--- src/rtl/mul_digit_seq_pkg.sv ---
// Shared types, widths and adder-cell helpers for the digit-serial multiplier.
package mul_digit_seq_pkg;

  typedef enum logic [1:0] {
    IDLE,
    BUSY,
    DONE
  } state_e;

  localparam int unsigned DIGIT_W = 4;
  localparam int unsigned PP_W    = 8;

  // Returns {carry, sum}
  function automatic logic [1:0] ha(input logic x, input logic y);
    return {x & y, x ^ y};
  endfunction

  function automatic logic [1:0] fa(input logic x, input logic y, input logic cin);
    return {(x & y) | (x & cin) | (y & cin), x ^ y ^ cin};
  endfunction

endpackage

--- src/rtl/mul_digit_seq_array.sv ---
// Purely combinational 4x4 unsigned array multiplier built from half/full-adder cells.
module mul4x4_array
  import mul_digit_seq_pkg::*;
(
  input  logic [DIGIT_W-1:0] a,
  input  logic [DIGIT_W-1:0] b,
  output logic [PP_W-1:0]    p
);

  logic carry;

  // Row r folds a*b[r] into bits r..r+3 of the running sum; its carry-out lands in bit r+4.
  always_comb begin
    p     = '0;
    carry = 1'b0;
    for (int unsigned c = 0; c < DIGIT_W; c++) begin
      p[c] = a[c] & b[0];
    end
    for (int unsigned r = 1; r < DIGIT_W; r++) begin
      {carry, p[r]} = ha(p[r], a[0] & b[r]);
      for (int unsigned c = 1; c < DIGIT_W; c++) begin
        {carry, p[r+c]} = fa(p[r+c], a[c] & b[r], carry);
      end
      p[r+DIGIT_W] = carry;
    end
  end

endmodule

--- src/rtl/mul_digit_seq.sv ---
// Multi-cycle (4*DIGITS)x(4*DIGITS) unsigned multiplier time-sharing one 4x4 array.
// Optional: define MUL_DIGIT_SEQ_ZERO_SKIP_EN to send zero operands straight to DONE.
module mul_digit_seq
  import mul_digit_seq_pkg::*;
#(
  parameter int unsigned DIGITS = 2
) (
  input  logic                    clk,
  input  logic                    rst_n,
  input  logic                    clear,
  input  logic                    in_valid,
  output logic                    in_ready,
  input  logic [4*DIGITS-1:0]     a,
  input  logic [4*DIGITS-1:0]     b,
  output logic                    out_valid,
  input  logic                    out_ready,
  output logic [8*DIGITS-1:0]     product,
  output logic                    busy
);

  localparam int unsigned W     = DIGIT_W * DIGITS;
  localparam int unsigned PW    = 2 * W;
  localparam int unsigned IDX_W = (DIGITS > 1) ? $clog2(DIGITS) : 1;
  localparam logic [IDX_W-1:0] LAST = IDX_W'(DIGITS - 1);

  state_e             state, state_next;
  logic [W-1:0]       a_q, b_q;
  logic [IDX_W-1:0]   i_q, j_q;
  logic [PW-1:0]      acc_q, acc_sum;
  logic [DIGIT_W-1:0] da, db;
  logic [PP_W-1:0]    pp;
  logic               accept, last_pair, zero_op;

  assign in_ready  = (state == IDLE);
  assign out_valid = (state == DONE);
  assign busy      = (state == BUSY);
  assign accept    = in_valid && in_ready && !clear;
  assign last_pair = (i_q == LAST) && (j_q == LAST);

`ifdef MUL_DIGIT_SEQ_ZERO_SKIP_EN
  assign zero_op = (a == '0) || (b == '0);
`else
  assign zero_op = 1'b0;
`endif

  always_comb begin
    da = '0;
    db = '0;
    for (int unsigned k = 0; k < DIGITS; k++) begin
      if (i_q == IDX_W'(k)) da = a_q[k*DIGIT_W +: DIGIT_W];
      if (j_q == IDX_W'(k)) db = b_q[k*DIGIT_W +: DIGIT_W];
    end
  end

  mul4x4_array u_mul (
    .a (da),
    .b (db),
    .p (pp)
  );

  assign acc_sum = acc_q + (PW'(pp) << (DIGIT_W * (32'(i_q) + 32'(j_q))));

  always_ff @(posedge clk or negedge rst_n) begin
    if (!rst_n) state <= IDLE;
    else        state <= state_next;
  end

  always_comb begin
    state_next = state;
    if (clear) begin
      state_next = IDLE;
    end else begin
      case (state)
        IDLE:    if (accept)    state_next = zero_op ? DONE : BUSY;
        BUSY:    if (last_pair) state_next = DONE;
        DONE:    if (out_ready) state_next = IDLE;
        default:                state_next = IDLE;
      endcase
    end
  end

  always_ff @(posedge clk or negedge rst_n) begin
    if (!rst_n) begin
      a_q     <= '0;
      b_q     <= '0;
      i_q     <= '0;
      j_q     <= '0;
      acc_q   <= '0;
      product <= '0;
    end else if (clear) begin
      i_q   <= '0;
      j_q   <= '0;
      acc_q <= '0;
    end else begin
      case (state)
        IDLE: begin
          if (accept) begin
            a_q   <= a;
            b_q   <= b;
            i_q   <= '0;
            j_q   <= '0;
            acc_q <= '0;
            if (zero_op) product <= '0;
          end
        end
        BUSY: begin
          acc_q <= acc_sum;
          if (j_q == LAST) begin
            j_q <= '0;
            i_q <= last_pair ? '0 : i_q + 1'b1;
          end else begin
            j_q <= j_q + 1'b1;
          end
          if (last_pair) product <= acc_sum;
        end
        default: ;
      endcase
    end
  end

endmodule

--- config.mk ---
export PLATFORM = sky130hd
export DESIGN_NAME = mul_digit_seq
export DESIGN_NICKNAME = d
export VERILOG_FILES = /design/src/rtl/mul_digit_seq_pkg.sv /design/src/rtl/mul_digit_seq_array.sv /design/src/rtl/mul_digit_seq.sv
export SDC_FILE = /design/constraint.sdc
export NUM_CORES = 1
export LEC_CHECK = 0
export CAP_MARGIN = 20
export CORE_MARGIN = 2
export CORE_UTILIZATION = 50
export DETAILED_ROUTE_END_ITERATION = 16
export DONT_BUFFER_PORTS = 1
export PLACE_DENSITY = 0.64
export SLEW_MARGIN = 0
export SYNTH_ARGS = -nofsm -noshare
export SYNTH_HDL_FRONTEND = slang
export SYNTH_SLANG_ARGS = --single-unit
--- constraint.sdc ---
create_clock -name clk -period 12.3 [get_ports clk]
set_input_delay 0.615 -clock clk [delete_from_list [all_inputs] [get_ports clk]]
set_output_delay 0.615 -clock clk [all_outputs]
set_load 0.1 [all_outputs]
Yosys cells after proc, flatten, opt, wreduce, memory -nomap -nowiden. Index checks and enable logic that the tools add are counted.

Output and inout bits: 19. Register bits after elaboration: 52. Input bits: 21. Word-level logic and storage cells: 128.

Muxes and demuxes: 18. Shift-type cells: 1. Equality and inequality tests: 6. Bitwise logic cells: 81. Add/subtract/negate cells: 4. Reductions and logical operators: 11.

Operators by type and width (count): $and A1 B1 Y1 (44); $mux W16 (2); $pmux W16 S2 (1); $xor A1 B1 Y1 (20); $add A16 B16 Y16 (1); $or A1 B1 Y1 (16); $shl A8 B4 Y16 (1); $ne A3 B2 Y1 const B (4); $reduce_and A3 Y1 (4); $mux W2 (4); $mux W4 (2); $mux W1 (6); $pmux W2 S3 (1); $pmux W1 S2 (2); $logic_and A1 B1 Y1 (3); $reduce_bool A3 Y1 (1); $add A1 B1 Y1 const B (2); $add A1 B1 Y2 (1); $eq A2 B1 Y1 const B (1); $eq A2 B2 Y1 const B (1); $logic_not A2 Y1 (1); $reduce_and A2 Y1 (1); $logic_not A1 Y1 (1); $not A1 Y1 (1).

Depth between registers and ports, before layout.
Word-level depth: 25. Mapped depth: 21. Gate-level depth less buffers: 19.

Cells and area by module. A second synthesis with hierarchy kept.

Cell total of the unflattened synthesis: 352. Area total of the unflattened synthesis: 3420.8 sq um.

Modules (own cells, without submodules): mul_digit_seq (cells each 310, area each 3069.2 sq um, sequential area each 1301.2 sq um, instances 1); mul4x4_array (cells each 42, area each 351.6 sq um, sequential area each 0.0 sq um, instances 1).

Worst setup path before layout. Ideal clock, no wire load.

Path kind: register to register. Start point: reg i_q. End point: reg product[12]. Setup time: 0.071 ns. Slack: 6.338 ns. Arrival time: 5.891 ns. Required time: 12.229 ns. Path buffers: 2. Stages on the path, launching flop included: 22. Clock period less this slack: 5.962 ns. Cells stage by stage: dfrtp_1 > clkbuf_1 > mux2i_1 > nor2_1 > ha_1 > fa_1 > fa_1 > fa_1 > fa_1 > inv_1 > fa_1 > fa_1 > fa_1 > nand2_1 > and3_1 > ha_1 > nand2_1 > a32o_1 > a21o_1 > buf_2 > or4_1 > nand3_1.

Longest elaborated chain between the ends: 23. Elaborated cells on any way between the ends: 86. Classes of those cells: 2 x add/sub; 1 x shift; 1 x mux; 80 x bitwise; 2 x reduce/logical.

RTL lines: start, declared (RTL line mul_digit_seq.sv:28) `logic [IDX_W-1:0] i_q, j_q;`; start signal, assigned (RTL line mul_digit_seq.sv:110) `i_q <= last_pair ? '0 : i_q + 1'b1;`; $mux W4 (RTL line mul_digit_seq.sv:50) `if (i_q == IDX_W'(k)) da = a_q[k*DIGIT_W +: DIGIT_W];`; $and A1 B1 Y1 (on tied branches) (RTL line mul_digit_seq_array.sv:17, mul_digit_seq_array.sv:20); $and A1 B1 Y1 (RTL line mul_digit_seq_pkg.sv:15) `return {x & y, x ^ y};`; $and A1 B1 Y1 (RTL line mul_digit_seq_pkg.sv:19) `return {(x & y) | (x & cin) | (y & cin), x ^ y ^ cin};`; $or A1 B1 Y1 (2 in series) (RTL line mul_digit_seq_pkg.sv:19); $and A1 B1 Y1 (RTL line mul_digit_seq_pkg.sv:19); $or A1 B1 Y1 (2 in series) (RTL line mul_digit_seq_pkg.sv:19); $xor A1 B1 Y1 (3 in series) (RTL line mul_digit_seq_pkg.sv:19); $and A1 B1 Y1 (RTL line mul_digit_seq_pkg.sv:19); $or A1 B1 Y1 (2 in series) (RTL line mul_digit_seq_pkg.sv:19); $and A1 B1 Y1 (RTL line mul_digit_seq_pkg.sv:19); $or A1 B1 Y1 (2 in series) (RTL line mul_digit_seq_pkg.sv:19); $and A1 B1 Y1 (RTL line mul_digit_seq_pkg.sv:19); $or A1 B1 Y1 (2 in series) (RTL line mul_digit_seq_pkg.sv:19); $shl A8 B4 Y16 (RTL line mul_digit_seq.sv:61) `assign acc_sum = acc_q + (PW'(pp) << (DIGIT_W * (32'(i_q) + 32'(j_q))));`; $add A16 B16 Y16 (RTL line mul_digit_seq.sv:61); end signal, assigned (RTL line mul_digit_seq.sv:114) `if (last_pair) product <= acc_sum;`; end, declared (RTL line mul_digit_seq.sv:17) `output logic [8*DIGITS-1:0] product,`.

Several ways; a longest one is shown, not always the timed one. A chain may end at the register's enable or synchronous reset.

Worst setup path after layout.
Start point: reg i_q. End point: reg product[11].

Same word-level chain as after synthesis.

==> metrics <==
outcome=complete, no violations; RSZ-0062 raised after global routing=false; critical path type=reg2reg; Filler cells=627; Chip Width=86.6 µm; worst r2r path cells=19; Syn Inst Count=352; Final Cell Area=0.00358 mm²; prevailing post-synth register cell=dfrtp_1; Min-Delay Path Class=in2async; multi-input logic area=0.00200 mm²; CP arrival=6.43 ns; most frequent CP cell=fa_1; final setup vio count=0; Yosys cell types=57; core area=0.00668 mm²; Rel. slew slack=0.273; maxcap violations=0; Post-synth EDFFs=0; ratio of cells with drive above 1 in the final layout=0.112; Crit path required time=12.47 ns; iteration count of the initial detailed-routing pass=5; Synth Net Count=402; DP Area=0.00346 mm²; Final nets=398; Skew-Pair Late Insertion Delay=0.31 ns; vias in the first global route=2564; Post-DP HPWL=5320 µm; Syn Std Cell Area=0.00341 mm²; final max-slew violation count=0; Final Skew=0.00910 ns; H-tree levels=2; Final TNS setup=0 ns; clock tree buffer depth=2; power per cell area=242 mW/mm²; fin crit period=6.26 ns; Clock Power Share=0.119; port bufs=0; Buf/Inv on CP=1; Worst setup EP type=flop; Sink Count=52; first-pass GRT wire length=12000 µm; delay-heaviest family, CP=adder cells; ANT nets after route=0; Core Rows=30; Mapped Avg Cell Area=9.69 µm²; WL per Instance=16.4 µm; via count=2555; Yosys reg bits=52; combinational power share=0.498; Final period util=0.509; Reg area=0.00130 mm²; Ports=40; DR DRC count=0; Worst Setup Start Kind=flop; CTS clk-pin slew, worst paths=0.10 ns; net switching power figure=0.435 mW; power share of the sequential group=0.383; GR Overflow Total=0; diode count=0; Final GP Congestion=0.837; Max Fclk=160 MHz; chip height=86.6 µm; antenna violations before repair=0; Worst VDD drop=0.0918 mV; Synth warnings=0; Critical-path top delay cell=dfrtp_1; sequential share of the synthesized area=0.382; largest net degree at the start of global routing=53; drt initial violations=93; vias per cell=5.96; CTS tree=built; Worst R2R Start=i_q$_DFFE_PN0P_; delay of the slowest critical-path stage=0.52 ns; worst-margin pin slew=1.09 ns; drt total wl=7050 µm; Total Routing Usage GR=0.202; Max FO, Critical Path=7; Int Power=0.431 mW; final hold vios=0; Num CTS Buffers=5; Starting Density=0.510; die area=0.00750 mm²; clock root cell=clkbuf_8; Worst R2R End=product[11]$_DFFE_PN0P_; worst path cell trace=mux2i_1 > nor2_1 > ha_1 > fa_1 > fa_1 > fa_1 > fa_1 > inv_1 > fa_1 > fa_1 > fa_1 > nand2_1 > and3_1 > ha_1 > o21ai_0 > or2b_2 > a31oi_2 > xor2_1 > o21ai_1; Leakage=1.65 nW; sw frac=0.502; ys async rst share=1.00; P&R area growth vs syn=5.06%; reg-to-reg slack, setup=6.04 ns
==> cell usage in the layout, fill, tap and decap left out, drive strengths merged, types with 4 or more instances in the layout <==
cell    instances
o31ai           4
a22o            8
dfrtp          52
and3            5
mux2           17
nand3           5
clkbuf          7
o22ai           4
mux2i          10
nor2           35
or2             4
ha             20
nand2          52
xnor2           5
xor2            5
inv            11
o21ai          19
a21o            6
nor3           10
a21oi          18
fa              9
==> cells in the mapped netlist (all sizes together), types with 2 or more instances <==
library cell	count	area, µm²
o21ai	19	98.8
and2	3	18.8
a221oi	3	26.3
o31ai	4	35.0
nor2	35	139
and3	5	31.3
o22ai	4	25.0
buf	5	52.6
nand2	52	195
xor2	5	43.8
nand3	5	25.0
mux2	17	191
or4	2	18.8
or2	4	25.0
ha	20	250
a21oi	18	90.1
a211oi	3	22.5
clkbuf	9	33.8
nand3b	3	22.5
a21o	6	45.0
inv	11	41.3
a22o	8	70.1
nor2b	3	26.3
o211ai	2	15.0
dfrtp	52	1300
nand4	3	18.8
fa	9	180
a31oi	2	18.8
xnor2	5	43.8
nor3	10	50.1
mux2i	10	100
==> layout make-up <==
type                            count  share of cell area
Tap cell                           80              0.0279
Multi-Input combinational cell    275               0.559
Timing Repair Buffer                3              0.0119
Clock buffer                        7              0.0241
Clock inverter                      1             0.00209
Sequential cell                    52               0.363
Inverter                           11              0.0115
==> metrics by stage <==
step / hold WS [ns] / util / cells / total power, mW / worst slack, ns
floorplan: 0.319 / - / 352 / 0.679 / 6.34
global placement: 0.321 / 0.518 / 420 / 0.755 / 6.20
detailed placement: 0.322 / 0.518 / 420 / 0.764 / 6.06
CTS: 0.151 / 0.536 / 429 / 0.874 / 6.05
global route: 0.166 / 0.536 / 429 / 0.936 / 5.70
finish: 0.143 / 0.536 / 429 / 0.866 / 6.04
==> worst reg2reg max path, cell delays in order, from the launching register on <==
cell and delay [ns]:
dfrtp_1 0.52, mux2i_1 0.39, nor2_1 0.09, ha_1 0.23
fa_1 0.40, fa_1 0.47, fa_1 0.46, fa_1 0.37
inv_1 0.08, fa_1 0.43, fa_1 0.45, fa_1 0.52
nand2_1 0.07, and3_1 0.20, ha_1 0.34, o21ai_0 0.10
or2b_2 0.33, a31oi_2 0.34, xor2_1 0.26, o21ai_1 0.09
==> repair_timing <==
item | 4_1_cts | 5_1_grt
setup endpoints to repair | 0 | 0
hold endpoints to repair | 52 | 0
setup buffers | 0 | 0
hold buffers | 1 | 0
gates resized for setup | 0 | 0
==> worst max path at each step <==
stage	cells after the start	startpoint	slack, ns	endpoint
after global placement	19	i_q$_DFFE_PN0P_	6.20	product[11]$_DFFE_PN0P_
after detailed placement	19	j_q$_DFFE_PN0P_	6.06	product[10]$_DFFE_PN0P_
final	19	i_q$_DFFE_PN0P_	6.04	product[11]$_DFFE_PN0P_
after CTS	19	i_q$_DFFE_PN0P_	6.05	product[10]$_DFFE_PN0P_
after global routing	18	j_q$_DFFE_PN0P_	5.70	product[10]$_DFFE_PN0P_
after floorplan	21	i_q$_DFFE_PN0P_	6.34	product[12]$_DFFE_PN0P_
==> cell families (layout without fill, tap and decap cells) <==
family,Yosys count,in the layout,share of synthesized area
and+or+nand+nor,133,133,0.194
muxes,27,27,0.0855
buffers and inverters,25,22,0.0374
DFF,52,52,0.382
adders and majority gates,29,29,0.126
AOI/OAI and AO/OA,76,76,0.150
xor gates and xnor gates,10,10,0.0257
==> routing by layer <==
layer	GRT usage	vias to the layer above	wire, µm
met5	0	-	0
met4	0.0554	0	97
met3	0.0362	10	302
met2	0.346	63	3440
met1	0.264	1241	3210
li1	-	1241	-
==> power groups by stage <==
stage | combinational, mW | clock [mW] | sequential [mW]
6_report | 0.431 | 0.103 | 0.331
5_1_grt | 0.488 | 0.111 | 0.336
4_1_cts | 0.435 | 0.107 | 0.332
3_5_place_dp | 0.429 | 0 | 0.335
3_3_place_gp | 0.420 | 0 | 0.334
2_1_floorplan | 0.355 | 0 | 0.324
==> sequential cells by signal, indices dropped and copies added, names as in the netlist <==
register	cells
a_q	8
state	2
acc_q	16
i_q	1
b_q	8
product	16
j_q	1
Power figures use the tool's default switching activity.
